--- src/rtl/viterbi_pkg.sv ---
// Shared Viterbi definitions: state-count helper, trellis predecessor and survivor FSM states.
// The survivor unit's optional best-metric outputs are enabled by SURVIVOR_BEST_PM_EN.
package viterbi_pkg;

    typedef enum logic [1:0] {
        FILL  = 2'd0,
        RUN   = 2'd1,
        FLUSH = 2'd2
    } spu_state_e;

    // Bits needed to name a trellis state; a 2-state trellis still needs one bit.
    function automatic int state_bits(input int num_states);
        return (num_states <= 2) ? 1 : $clog2(num_states);
    endfunction

    // Predecessor of ns under ns = {u, s[M-1:1]}: drop the MSB, shift up, decision fills the LSB.
    function automatic int pred_state(input int ns, input int m, input logic dec);
        int mask;
        mask = (1 << m) - 1;
        if (m == 1) begin
            return int'(dec);
        end
        return ((ns << 1) & mask) | int'(dec);
    endfunction

endpackage

--- src/rtl/survivor_path_unit_param_pm_argmin.sv ---
// Combinational min tree over NUM_STATES path metrics; returns the winning index and metric.
// Pairs are reduced level by level so ties always resolve to the lowest state index.
module pm_argmin
    import viterbi_pkg::*;
#(
    parameter int  NUM_STATES = 4,
    parameter int  PM_W       = 8,
    localparam int M          = state_bits(NUM_STATES)
) (
    input  logic [NUM_STATES*PM_W-1:0] pm,
    output logic [M-1:0]               idx,
    output logic [PM_W-1:0]            value
);

    for (genvar lv = 0; lv <= M; lv++) begin : g_lv
        localparam int WIDTH = NUM_STATES >> lv;
        logic [PM_W-1:0] val [WIDTH];
        logic [M-1:0]    id  [WIDTH];

        if (lv == 0) begin : g_leaf
            for (genvar i = 0; i < WIDTH; i++) begin : g_n
                assign val[i] = pm[i*PM_W +: PM_W];
                assign id[i]  = M'(i);
            end
        end else begin : g_node
            for (genvar i = 0; i < WIDTH; i++) begin : g_n
                logic take_hi;
                // Strict compare keeps the lower-indexed half when the metrics tie.
                assign take_hi = g_lv[lv-1].val[2*i+1] < g_lv[lv-1].val[2*i];
                assign val[i]  = take_hi ? g_lv[lv-1].val[2*i+1] : g_lv[lv-1].val[2*i];
                assign id[i]   = take_hi ? g_lv[lv-1].id[2*i+1]  : g_lv[lv-1].id[2*i];
            end
        end
    end

    assign idx   = g_lv[M].id[0];
    assign value = g_lv[M].val[0];

endmodule

--- src/rtl/survivor_path_unit_param.sv ---
// Register-exchange survivor path unit: one decoded bit per accepted step from the best path.
// Define SURVIVOR_BEST_PM_EN to add the o_best_pm / o_best_state outputs.
module survivor_path_unit_param
    import viterbi_pkg::*;
#(
    parameter int  NUM_STATES = 4,
    parameter int  PM_W       = 8,
    parameter int  TB_DEPTH   = 16,
    localparam int M          = state_bits(NUM_STATES)
) (
    input  logic                       i_clk,
    input  logic                       i_rst,
    input  logic                       i_valid,
    output logic                       o_ready,
    input  logic [NUM_STATES*PM_W-1:0] i_pm,
    input  logic [NUM_STATES-1:0]      i_dec,
    input  logic                       i_flush,
    output logic                       o_decision,
    output logic                       o_valid,
    output logic                       o_last,
`ifdef SURVIVOR_BEST_PM_EN
    output logic [PM_W-1:0]            o_best_pm,
    output logic [M-1:0]               o_best_state,
`endif
    output spu_state_e                 dbg_state
);

    // Handshake: a step is taken on any cycle with i_valid & o_ready; o_ready drops only
    // while a flush drains, and o_valid is a one-cycle pulse with no back-pressure.

    localparam int CNT_W = $clog2(TB_DEPTH + 1);
    localparam int IDX_W = $clog2(TB_DEPTH);
    localparam logic [CNT_W-1:0] FULL = CNT_W'(TB_DEPTH);

    spu_state_e state, state_nxt;

    logic [CNT_W-1:0]    cnt, cnt_nxt;
    logic                accept, emit, start_flush, flush_done;
    logic [TB_DEPTH-1:0] path     [NUM_STATES];
    logic [TB_DEPTH-1:0] path_nxt [NUM_STATES];
    logic [TB_DEPTH-1:0] lat_path;
    logic [IDX_W-1:0]    flush_idx, flush_start;
    logic [M-1:0]        best_state;
    logic [PM_W-1:0]     best_pm;

    pm_argmin #(
        .NUM_STATES (NUM_STATES),
        .PM_W       (PM_W)
    ) u_argmin (
        .pm    (i_pm),
        .idx   (best_state),
        .value (best_pm)
    );

`ifndef SURVIVOR_BEST_PM_EN
    logic unused_best_pm;
    assign unused_best_pm = ^best_pm;
`endif

    // Every state extends the survivor of the predecessor its ACS decision picked.
    for (genvar s = 0; s < NUM_STATES; s++) begin : g_path
        localparam int   P0     = pred_state(s, M, 1'b0);
        localparam int   P1     = pred_state(s, M, 1'b1);
        localparam logic NS_BIT = 1'((s >> (M - 1)) & 1);
        logic [TB_DEPTH-1:0] pick;
        assign pick        = i_dec[s] ? path[P1] : path[P0];
        assign path_nxt[s] = {pick[TB_DEPTH-2:0], NS_BIT};
    end

    assign o_ready    = (state != FLUSH);
    assign accept     = i_valid && o_ready;
    assign dbg_state  = state;
    assign flush_done = (state == FLUSH) && (flush_idx == '0);

    always_comb begin
        cnt_nxt = cnt;
        if (accept && (cnt != FULL)) begin
            cnt_nxt = cnt + CNT_W'(1);
        end
    end

    // The TB_DEPTH-th step and every step after it push one bit out of the path.
    assign emit = accept && (cnt_nxt == FULL);

    // Bit TB_DEPTH-1 of a full path has already been emitted, so the tail starts one lower.
    assign flush_start = (cnt_nxt == FULL) ? IDX_W'(TB_DEPTH - 2)
                                           : IDX_W'(cnt_nxt - CNT_W'(1));

    always_ff @(posedge i_clk) begin
        if (i_rst) begin
            state <= FILL;
        end else begin
            state <= state_nxt;
        end
    end

    always_comb begin
        state_nxt   = state;
        start_flush = 1'b0;
        case (state)
            FILL: begin
                if (i_flush && (cnt_nxt != '0)) begin
                    start_flush = 1'b1;
                    state_nxt   = FLUSH;
                end else if (emit) begin
                    state_nxt = RUN;
                end
            end
            RUN: begin
                if (i_flush) begin
                    start_flush = 1'b1;
                    state_nxt   = FLUSH;
                end
            end
            FLUSH: begin
                if (flush_idx == '0) begin
                    state_nxt = FILL;
                end
            end
            default: state_nxt = FILL;
        endcase
    end

    always_ff @(posedge i_clk) begin
        if (i_rst) begin
            cnt        <= '0;
            path       <= '{default: '0};
            lat_path   <= '0;
            flush_idx  <= '0;
            o_decision <= 1'b0;
            o_valid    <= 1'b0;
            o_last     <= 1'b0;
`ifdef SURVIVOR_BEST_PM_EN
            o_best_pm    <= '0;
            o_best_state <= '0;
`endif
        end else begin
            o_valid <= 1'b0;
            o_last  <= 1'b0;
            cnt     <= flush_done ? '0 : cnt_nxt;
            if (accept) begin
                path <= path_nxt;
            end
            if (emit) begin
                o_decision <= path_nxt[best_state][TB_DEPTH-1];
                o_valid    <= 1'b1;
`ifdef SURVIVOR_BEST_PM_EN
                o_best_pm    <= best_pm;
                o_best_state <= best_state;
`endif
            end
            if (state == FLUSH) begin
                o_decision <= lat_path[flush_idx];
                o_valid    <= 1'b1;
                o_last     <= (flush_idx == '0);
                flush_idx  <= flush_idx - IDX_W'(1);
            end
            // A step accepted alongside the flush is folded in before the tail is latched.
            if (start_flush) begin
                lat_path  <= accept ? path_nxt[best_state] : path[best_state];
                flush_idx <= flush_start;
            end
        end
    end

endmodule

--- config.mk ---
export PLATFORM = sky130hd
export DESIGN_NAME = survivor_path_unit_param
export DESIGN_NICKNAME = d
export VERILOG_FILES = /design/src/rtl/viterbi_pkg.sv /design/src/rtl/survivor_path_unit_param_pm_argmin.sv /design/src/rtl/survivor_path_unit_param.sv
export SDC_FILE = /design/constraint.sdc
export NUM_CORES = 1
export LEC_CHECK = 0
export BUFFER_PORTS_ARGS = -buffer_cell sky130_fd_sc_hd__buf_2
export CAP_MARGIN = 30
export CORE_MARGIN = 1.5
export CORE_UTILIZATION = 40
export CTS_BUF_LIST = sky130_fd_sc_hd__clkbuf_2 sky130_fd_sc_hd__clkbuf_4 sky130_fd_sc_hd__clkbuf_8
export CTS_CLUSTER_SIZE = 16
export DETAILED_ROUTE_END_ITERATION = 10
export PLACE_DENSITY = 0.66
export SLEW_MARGIN = 40
export SYNTH_ARGS = -nofsm -noshare
export SYNTH_HDL_FRONTEND = slang
export SYNTH_SLANG_ARGS = --single-unit
--- constraint.sdc ---
create_clock -name i_clk -period 6.7 [get_ports i_clk]
set_input_delay 0.67 -clock i_clk [delete_from_list [all_inputs] [get_ports i_clk]]
set_output_delay 0.67 -clock i_clk [all_outputs]
set_load 0.005 [all_outputs]
==> results of run 1 <==
[cell type report]
type / instances / share of cell area, %
multi-input cells: 488 / 58.9
flip-flops and latches: 89 / 28.7
repair buffers: 51 / 4.41
well taps: 180 / 3.63
clock buffers: 9 / 2.00
inverters: 24 / 1.45
clock inverters: 7 / 0.867
[metal layers]
layer  GRT usage [%]  wire, um  up-vias
met5               0         0        -
met4            5.60       177        0
met3            4.41       626       20
met2            34.8      7140      125
met1            25.9      6650     2373
li1                -         -     2462
[cell usage after synthesis (2+ instances only)]
cell / number
nand2b_1: 3
inv_1: 24
o211ai_1: 2
nor2b_1: 17
buf_2: 4
o221ai_1: 2
dfxtp_1: 89
nand3b_1: 2
a2111oi_0: 3
a221oi_1: 14
a211o_1: 2
o21ai_0: 15
o21a_1: 5
mux2i_1: 88
a21oi_1: 28
a211oi_1: 71
buf_1: 10
and3_1: 2
nand3_1: 11
ha_1: 26
a311oi_1: 6
nor4_1: 11
mux2_2: 20
clkbuf_1: 41
nand2_1: 23
xnor2_1: 6
a21oi_2: 2
nand4_1: 3
o22ai_1: 2
nor3_1: 6
a31oi_1: 6
mux4_2: 5
nor2_1: 85
or3_1: 3
[power groups by stage]
| stage | clock (uW) | sequential (uW) | combinational, uW |
|---|---|---|---|
| CTS | 356 | 744 | 765 |
| floorplan | 0 | 714 | 607 |
| finish | 351 | 745 | 772 |
| global route | 377 | 763 | 854 |
| global placement | 0 | 749 | 735 |
| detailed placement | 0 | 756 | 761 |
[critical path, stage by stage]
cell and delay [ns]:
buf_2 0.09, inv_1 0.04, ha_1 0.29, nand2_1 0.08, o21ai_0 0.34, a31o_2 0.28
buf_4 0.49, mux2_2 0.40, ha_1 0.33, a21oi_1 0.16, a21oi_1 0.10, or3_1 0.65
nor2_2 0.58, o21ai_0 0.17, a311oi_1 0.32
[flip-flops by register name (all words and copies together), names as in the netlist]
name and count:
path 59, lat_path 16, cnt 5, flush_idx 4
dbg_state 2, o_decision 1, o_last 1, o_valid 1
[worst min-delay path by stage]
| stage | end | slack [ns] | start |
|---|---|---|---|
| after CTS | dbg_state[0] | 0.45 | i_flush |
| after global placement | lat_path[0] | 0.46 | lat_path[0] |
| after detailed placement | lat_path[0] | 0.47 | lat_path[0] |
| after global routing | dbg_state[0] | 0.45 | i_flush |
| final | dbg_state[0] | 0.46 | i_flush |
| after floorplan | lat_path[0] | 0.43 | lat_path[0] |
[logic make-up (layout without fill, tap and decap cells)]
kind of cell | after synthesis | count (layout) | synth area share, %
adders and majority gates | 26 | 26 | 5.69
and+or+nand+nor | 175 | 175 | 14.4
muxes | 113 | 113 | 21.3
buffers and inverters | 79 | 91 | 5.27
AOI/OAI and AO/OA | 167 | 167 | 21.1
xor gates and xnor gates | 7 | 7 | 1.07
DFF | 89 | 89 | 31.1
[stage by stage]
step	power [uW]	hold WS [ns]	cell area, um^2
global placement	1480	0.456	6020
floorplan	1320	0.429	5720
global route	1990	0.450	6210
finish	1870	0.464	6210
CTS	1870	0.450	6200
detailed placement	1520	0.469	6030
==> results.toml, run 1 <==
[routing]
drt_first_pass_iters = 5
drc = 0
wl_per_cell_um = 17.2
avgViaCountPerCell = 5.87
vias = 4980
ant_nets = 0
drt_wl_total_mm = 14.6
first_iter_violations = 349

[finish]
ff_latch_area_um2 = 1780
drive_gt1_share_pct = 15.6
nNetsFinal = 729
postLayoutCoreUtil_pct = 44.5
antenna_cells = 0
fin_cells = 848
layout.cells.most_common = "dfxtp_1"
n_fill_cell = 1339
area_growth_pct = 8.51
multi_input_area_um2 = 3660
final_cell_mix = "dfxtp_1 (89), mux2i_1 (88), nor2_1 (85), a211oi_1 (71), buf_2 (45)"

[yosys]
synth_top_area_share_pct = 31.1
synthDistinctLibCells = 53
synth_area_per_cell_um2 = 8.72
yosysSeqAreaShare_pct = 31.1
synth.area.top_cells = "dfxtp_1 (31%), mux2i_1 (15%), a211oi_1 (9.3%)"
synth-edff-count = 0
ys_warn_count = 0
synth_ff_type = "dfxtp_1"
yosysTopAreaCell = "dfxtp_1"
synth_seq_cells = 89
synthCells = 656
syn_area_um2 = 5720
synth_nets = 722
synthArstFlopShare_pct = 0

[status]
outcome = "completed"

[timing]
setup_viol = 0
setup_slack_ns = 1.99
tightest_slew_ns = 0.850
timing.fmax_mhz = 212
hold_viol = 0
tns_ns = 0
relSlewSlack_pct = 43.2
finalCritPeriodShare_pct = 70.4
drv_slew = 0
skew_ns = 0.0114
rsz0062_at_grt = "no"
timing.final.crit_period_ns = 4.71

[critical_path]
critical_path_required_ns = 6.97
reg2reg_depth = 10
r2r-end = "lat_path[1]"
crit_fanout = 43
crit_start = "i_pm[23]"
crit_type = "input port to flop"
critPathLaunchType = "input port"
worst-r2r-setup-slack_ns = 2.46
end_kind = "flop"
r2r-start = "dbg_state[1]"
crit_end = "lat_path[4]"
arrival_ns = 4.99

[die]
die_area_um2 = 15000
fp-row-count = 43
start_util_pct = 41.1
pin_count = 46
die_w_um = 123
die_h_um = 123
core-area_um2 = 13900

[power]
p_clk_share_pct = 18.8
leakage_uw = 0.00246
swShare_pct = 41.2
combPwrFrac_pct = 41.3
power.density_nw_per_um2 = 301
p_int_uw = 1100
power.switching_uw = 769
ir_drop_v = 0.000119
seqPwrFrac_pct = 39.9

[placed_design]
dpl.hpwl_mm = 9.87
io_buffer_count = 45
dpl_worst_slack_ns = 1.66
dp.cells = 832
gp_congestion = 0.842

[grt]
gr-total-overflow = 0
gr-usage-all-layers_pct = 20.4
grt_max_degree = 86
grt_pass1_vias = 4935
antenna_found_initial = 0
grt_pass1_wl_mm = 24.4

[cts]
numCtsBuffers = 9
cts_tree = "built"
ctsResizeCount = 0
holdBufCountCts = 0
cts_root_buf = "clkbuf_8"
cts_setup_buffers = 0
numClockSinks = 89
clock_path_buffers = 2
clk_pin_slew_ns = 0.10
clk_latency_ns = 0.38
htree_levels = 3

[flow_run]
max_cap_viol_count = 0

[worst_hold_path]
hp-class = "input port to flop"
hold_depth = 2
Power figures use the tool's default switching activity.
==> run 2, diff against run 1 <==
--- a/config.mk
+++ b/config.mk
@@ -12,7 +12,7 @@
 export CTS_BUF_LIST = sky130_fd_sc_hd__clkbuf_2 sky130_fd_sc_hd__clkbuf_4 sky130_fd_sc_hd__clkbuf_8
 export CTS_CLUSTER_SIZE = 16
 export DETAILED_ROUTE_END_ITERATION = 10
-export PLACE_DENSITY = 0.66
+export PLACE_DENSITY = 0.68
 export SLEW_MARGIN = 40
 export SYNTH_ARGS = -nofsm -noshare
 export SYNTH_HDL_FRONTEND = slang
==> constraint.sdc (replaced) <==
create_clock -name i_clk -period 3.8 [get_ports i_clk]
set_input_delay 0.38 -clock i_clk [delete_from_list [all_inputs] [get_ports i_clk]]
set_output_delay 0.38 -clock i_clk [all_outputs]
set_load 0.005 [all_outputs]
==> run 2 against run 1 <==
Compared with the run above:
- non-clock buffer count grew 17
- cell count grew 2.0%
- via count grew 0.40%
- combinational power grew 83%
- critical endpoint is now lat_path[3]
- largest cell class unchanged
==> results.toml, run 2 (same netlist as run 1, synthesis figures left out) <==
[flow_run]
max_cap_viol_count = 0

[die]
core-area_um2 = 13900
start_util_pct = 41.1
pin_count = 46
fp-row-count = 43
die_w_um = 123
die_area_um2 = 15000
die_h_um = 123

[routing]
ant_nets = 0
vias = 5000
drt_first_pass_iters = 4
wl_per_cell_um = 16.6
first_iter_violations = 373
drt_wl_total_mm = 14.4
drc = 0
avgViaCountPerCell = 5.78

[placed_design]
gp_congestion = 0.840
dpl.hpwl_mm = 10.1
dpl_worst_slack_ns = -0.0714
io_buffer_count = 45

[timing]
setup_slack_ns = 0.257
setup_viol = 0
drv_slew = 0
hold_viol = 0
finalCritPeriodShare_pct = 93.2
rsz0062_at_grt = "no"
skew_ns = 0.0105
tightest_slew_ns = 0.789
timing.final.crit_period_ns = 3.54
relSlewSlack_pct = 47.2
timing.fmax_mhz = 282

[cts]
cts_setup_buffers = 0
numCtsBuffers = 9
ctsResizeCount = 0
cts_tree = "built"
clk_pin_slew_ns = 0.08
cts_root_buf = "clkbuf_8"
holdBufCountCts = 0
clk_latency_ns = 0.37
numClockSinks = 89
clock_path_buffers = 2
htree_levels = 3

[critical_path]
crit_start = "i_pm[18]"
end_kind = "flop"
r2r-start = "dbg_state[1]"
crit_type = "input port to flop"
arrival_ns = 3.83
crit_fanout = 10
critPathLaunchType = "input port"
critical_path_required_ns = 4.09

[finish]
area_growth_pct = 11.4
antenna_cells = 0
nNetsFinal = 746
regMostFlops = "path"
final_cell_mix = "dfxtp_1 (89), mux2i_1 (88), nor2_1 (85), a211oi_1 (71), buf_2 (44)"
reg.largest.list = "path x59, lat_path x16, cnt x5"
layout.cells.most_common = "dfxtp_1"
drive_gt1_share_pct = 17.7
largest_reg_flops = 59

[worst_hold_path]
hp-class = "input port to flop"
min_from = "i_flush"

[power]
power.density_nw_per_um2 = 534
power_uw = 3400
ir_drop_v = 0.000184
leakage_uw = 0.00257

[grt]
grt_pass1_wl_mm = 24.3
grt_max_degree = 87
gr-usage-all-layers_pct = 20.2
antenna_found_initial = 0
gr-total-overflow = 0
grt_pass1_vias = 5033

[status]
outcome = "completed"
## run 2: worst paths after layout
kind | to | slack, ns | cells past startpoint
worst min register to register | lat_path[0] | 0.47 | 2
worst max-delay path | lat_path[3] | 0.26 | 16
worst max register to register | lat_path[1] | 0.69 | 12
worst min-delay path | dbg_state[0] | 0.19 | 2
## run 2: layout make-up
type / instances / area, um^2
Clock buffer: 13 / 160
Clock inverter: 3 / 40.0
Fill cell: 1344 / 7560
Inverter: 24 / 90.1
Multi-Input combinational cell: 488 / 3660
Sequential cell: 89 / 1780
Tap cell: 180 / 225
Timing Repair Buffer: 68 / 413
## run 2: worst max-delay path: stages
cell	delay (ns)
buf_2	0.08
inv_1	0.04
ha_1	0.29
o21a_1	0.20
or2_2	0.28
a31o_2	0.32
mux2_2	0.30
ha_1	0.33
a21oi_1	0.16
a21oi_1	0.10
or3_1	0.34
buf_4	0.18
buf_4	0.17
nor4_1	0.34
a221oi_1	0.11
a211oi_1	0.21
## run 2: where the power goes
group | switching, uW | total [uW] | leakage, uW | internal [uW]
Combinational | 788 | 1410 | 0.00173 | 621
Sequential | 182 | 1310 | 0.000732 | 1130
Clock | 337 | 680 | 0.000108 | 343
## run 2: metrics by stage
| step | cells | area [um^2] | util, % | hold slack (ns) | setup TNS [ns] |
|---|---|---|---|---|---|
| CTS | 864 | 6350 | 45.6 | 0.181 | 0 |
| detailed placement | 848 | 6150 | 44.1 | 0.455 | -0.192 |
| finish | 865 | 6370 | 45.7 | 0.194 | 0 |
| global placement | 848 | 6140 | 44.1 | 0.444 | 0 |
| floorplan | 656 | 5750 | - | 0.429 | 0 |
| global route | 865 | 6370 | 45.7 | 0.185 | 0 |
## run 2: metal layers
layer,global-route usage (%),part of all wire (%)
met5,0,0
met4,6.18,1.3
met1,25.2,44
met2,35.4,49
met3,3.67,5.0
